==> src/rtl/cpu_mem_pkg.sv <==
// Shared types and constants for the cpu_mem_model data-memory responder.
package cpu_mem_pkg;

  localparam int CNT_W = 16;

  typedef enum logic [1:0] {
    IDLE,
    WAIT,
    RESP
  } state_t;

endpackage

==> src/rtl/cpu_mem_model_sat_counter.sv <==
// Saturating up-counter with synchronous clear; holds at all-ones instead of wrapping.
module sat_counter
  import cpu_mem_pkg::*;
#(
  parameter int W = CNT_W
) (
  input  logic         clk,
  input  logic         rst,
  input  logic         inc,
  input  logic         clr,
  output logic [W-1:0] count
);

  // NOTE: sequential state uses non-blocking assignments so all flops update together at the edge.
  always_ff @(posedge clk or posedge rst) begin
    if (rst) begin
      count <= '0;
    end else if (clr) begin
      count <= '0;
    end else if (inc && (count != '1)) begin
      count <= count + 1'b1;
    end
  end

endmodule

==> config.mk <==
export PLATFORM = sky130hd
export DESIGN_NAME = sat_counter
export DESIGN_NICKNAME = d
export VERILOG_FILES = /design/src/rtl/cpu_mem_pkg.sv /design/src/rtl/cpu_mem_model_sat_counter.sv
export SDC_FILE = /design/constraint.sdc
export NUM_CORES = 1
export LEC_CHECK = 0
export BUFFER_PORTS_ARGS = -buffer_cell sky130_fd_sc_hd__buf_2
export CAP_MARGIN = 20
export CORE_UTILIZATION = 56
export CTS_CLUSTER_SIZE = 16
export DETAILED_ROUTE_END_ITERATION = 10
export GPL_ROUTABILITY_DRIVEN = 1
export PLACE_DENSITY = 0.82
export RECOVER_POWER = 100
export SYNTH_ARGS = -nofsm -noshare
export SYNTH_HDL_FRONTEND = slang
export SYNTH_SLANG_ARGS = --single-unit
export TNS_END_PERCENT = 30
==> constraint.sdc <==
create_clock -name clk -period 3.05 [get_ports clk]
set_input_delay 0.61 -clock clk [delete_from_list [all_inputs] [get_ports clk]]
set_output_delay 0.61 -clock clk [all_outputs]
set_load 0.02 [all_outputs]
==> metrics.txt <==
status=complete, no violations; Vias/cell=6.733; Initial Utilization=between 60% and 70%; Worst slew margin=a little over 50%; largest net degree at the start of global routing=20; fmax=slightly below 0.5 GHz; Chip Height=42.80 µm; fin crit period=roughly 2.1 ns; worst min path class=input port to async pin; unrepaired setup endpoints after global routing=no; Cells after DPL=132; Final Hold Fails=0; final std cells w/o fill=between 100 and 150; Post-Syn Instances=101; Hold Slack=between 0.3 and 0.4 ns; clock share of power=between 30% and 40%; Psw=between 0.08 and 0.09 mW; share of cells above drive strength 1=between 7 and 8%; multi-input logic area=476.7 µm²; Worst-path clk slew=~0.090 ns; Ys Warns=0; GR peak layer=met2; CP Capture Type=flip-flop; final core utilization=66.01%; Slew @ Worst Pin=approximately 0.71 ns; max FFs per register=16; CTS tree=done; Die ar.=between 1500 and 2000 µm²; H-tree Lvls=1; clock skew=around 0.0089 ns; CP Max Fanout=7; Setup violations, final=0; Pins Over Slew Limit=0; initial DRC count=27; vias in the first global route=828; Worst EP arrival=around 2.3 ns; Setup WS post-layout=around 0.97 ns; total routed wirelength=around 2100 µm; Async S/R FF share, synth=between 90% and 100%; Largest regs=count: 16 flops; # rows=14; WL/cell=between 15 and 20 µm; Total GRT Usage=25.98%; grt met1 use=33.42%; CP Cell Sequence=nand4_1, or4_1, or4_1, a21oi_1; fillers=roughly 140; GR Util met2=40.61%; slowest stage cell, crit path=or4_1; number of synthesized flops with an enable pin=0; ys flop type=dfrtp_1; Distinct cells, synth=29; CTS root buffer=clkbuf_4; Worst setup SP type=flip-flop; syn_nets=106; Top-Level Pins=20; final net count=between 100 and 150; CP Class=flip-flop to flip-flop; grt met3 use=3.830%; Syn Area/Cell=slightly above 9 µm²; overall power=about 0.35 mW; CTS resizes=0; latest clock arrival within the worst-skew pair=0.29 ns; Switching Share=24.43%; register area share after synthesis=approximately 43%; Lkg Pwr=about 0.35 nW; GPL Wtd Cong=approximately 0.79; global-route wire length before repair=around 3600 µm; Vias=909; ANT cells=0; worst vdd ir=around 0.28 mV; flops & latches, synth=16; die width=42.80 µm; Synth Cell Area=~930 µm²; Max Cap Violations=0; Layout area overhead=7.919%; DP Area=around 1000 µm²; Setup TNS Final=0 ns; FF/Latch Area=between 400 and 500 µm²; most frequent cells in the layout=dfrtp_1 (16), clkbuf_1 (16), a21oi_1 (12); Final ANT Viol Nets=0; Post-CTS Setup Inserts=0; PortBufs=19; Sequential Power Share=a little over 60%; Internal=approximately 0.27 mW; CORE AREA=1524 µm²; total power divided by cell area=roughly 350 nW/µm²; fin crit share=about two thirds; Critical Path RT=between 3 and 4 ns; CP peak stage delay=roughly 0.67 ns; DPL Wire Length=1467 µm; drt first pass iters=4; Post-Place Setup Slack=about 0.95 ns; hold_buf cts=0; CTS Buf Count=3; global route total overflow=0; final instance area=just over 1000 µm²; Top reg by flops=count; initial antenna violation count=0; logic gate share of total power=under 10%; clk sinks=16; clock buffer depth=2; CP dominant cell by count=or4_1; Residual DRC=0
worst paths after layout:
path                                            start                    end  slack [ns]  cells after the start
worst max-delay path             count[7]$_DFFE_PP0P_  count[13]$_DFFE_PP0P_        0.97                      4
worst min-delay path                              rst   count[7]$_DFFE_PP0P_        0.38                      2
worst max register to register   count[7]$_DFFE_PP0P_  count[13]$_DFFE_PP0P_        0.97                      4
worst min register to register  count[14]$_DFFE_PP0P_  count[14]$_DFFE_PP0P_        0.57                      2
max in group asynchronous                         rst  count[15]$_DFFE_PP0P_        2.27                      2
min in group clk                count[14]$_DFFE_PP0P_  count[14]$_DFFE_PP0P_        0.57                      2
layer usage:
metal / vias up / part of all wire [%]
met4: 0 / 2.0
met3: 5 / 4.6
li1: 428 / -
met2: 34 / 47
met1: 442 / 46
met5: - / 0
cells by family after synthesis:
group | Yosys count | share of synthesized area (%)
buffers and inverters | 7 | 3.892
multiplexers | 3 | 3.490
flip-flops | 16 | 42.95
AO/OA/AOI/OAI | 25 | 15.71
adder cells (fa/ha/maj) | 1 | 1.342
AND/OR/NAND/NOR | 49 | 32.62
layout make-up:
cell class              instances  share of cell area (%)
multi-input cells              78                   47.39
repair buffers                 19                   7.463
well taps                      16                   1.990
flip-flops and latches         16                   39.80
clock buffers                   3                   2.239
inverters                       3                   1.119
synth_stat cells (3+ instances only):
cell | count | area (µm²)
nand4_1 | 4 | 25.02
nor3_1 | 4 | 20.02
nor2_1 | 3 | 11.26
o21ai_0 | 5 | 25.02
nor4_1 | 3 | 18.77
nand3_1 | 7 | 35.03
or4_1 | 6 | 45.04
a21oi_1 | 12 | 60.06
nand2_1 | 6 | 22.52
dfrtp_1 | 16 | 400.4
inv_1 | 3 | 11.26
o31ai_1 | 5 | 37.54
or3_1 | 6 | 37.54
nor2b_1 | 3 | 18.77
worst max-delay path, delay by kind of cell (launching register included):
family / cells / cell delay, ns
AND/OR/NAND/NOR: 3 / 1.38
flip-flops: 1 / 0.47
AO/OA/AOI/OAI: 1 / 0.15
power groups by stage:
stage / sequential, mW / combinational [mW] / clock, mW
after CTS: 0.218 / 0.0268 / 0.112
after global placement: 0.222 / 0.0256 / 0
after floorplan: 0.225 / 0.0168 / 0
after global routing: 0.218 / 0.0289 / 0.118
final: 0.218 / 0.0256 / 0.111
after detailed placement: 0.222 / 0.0267 / 0
Power figures use the tool's default switching activity.
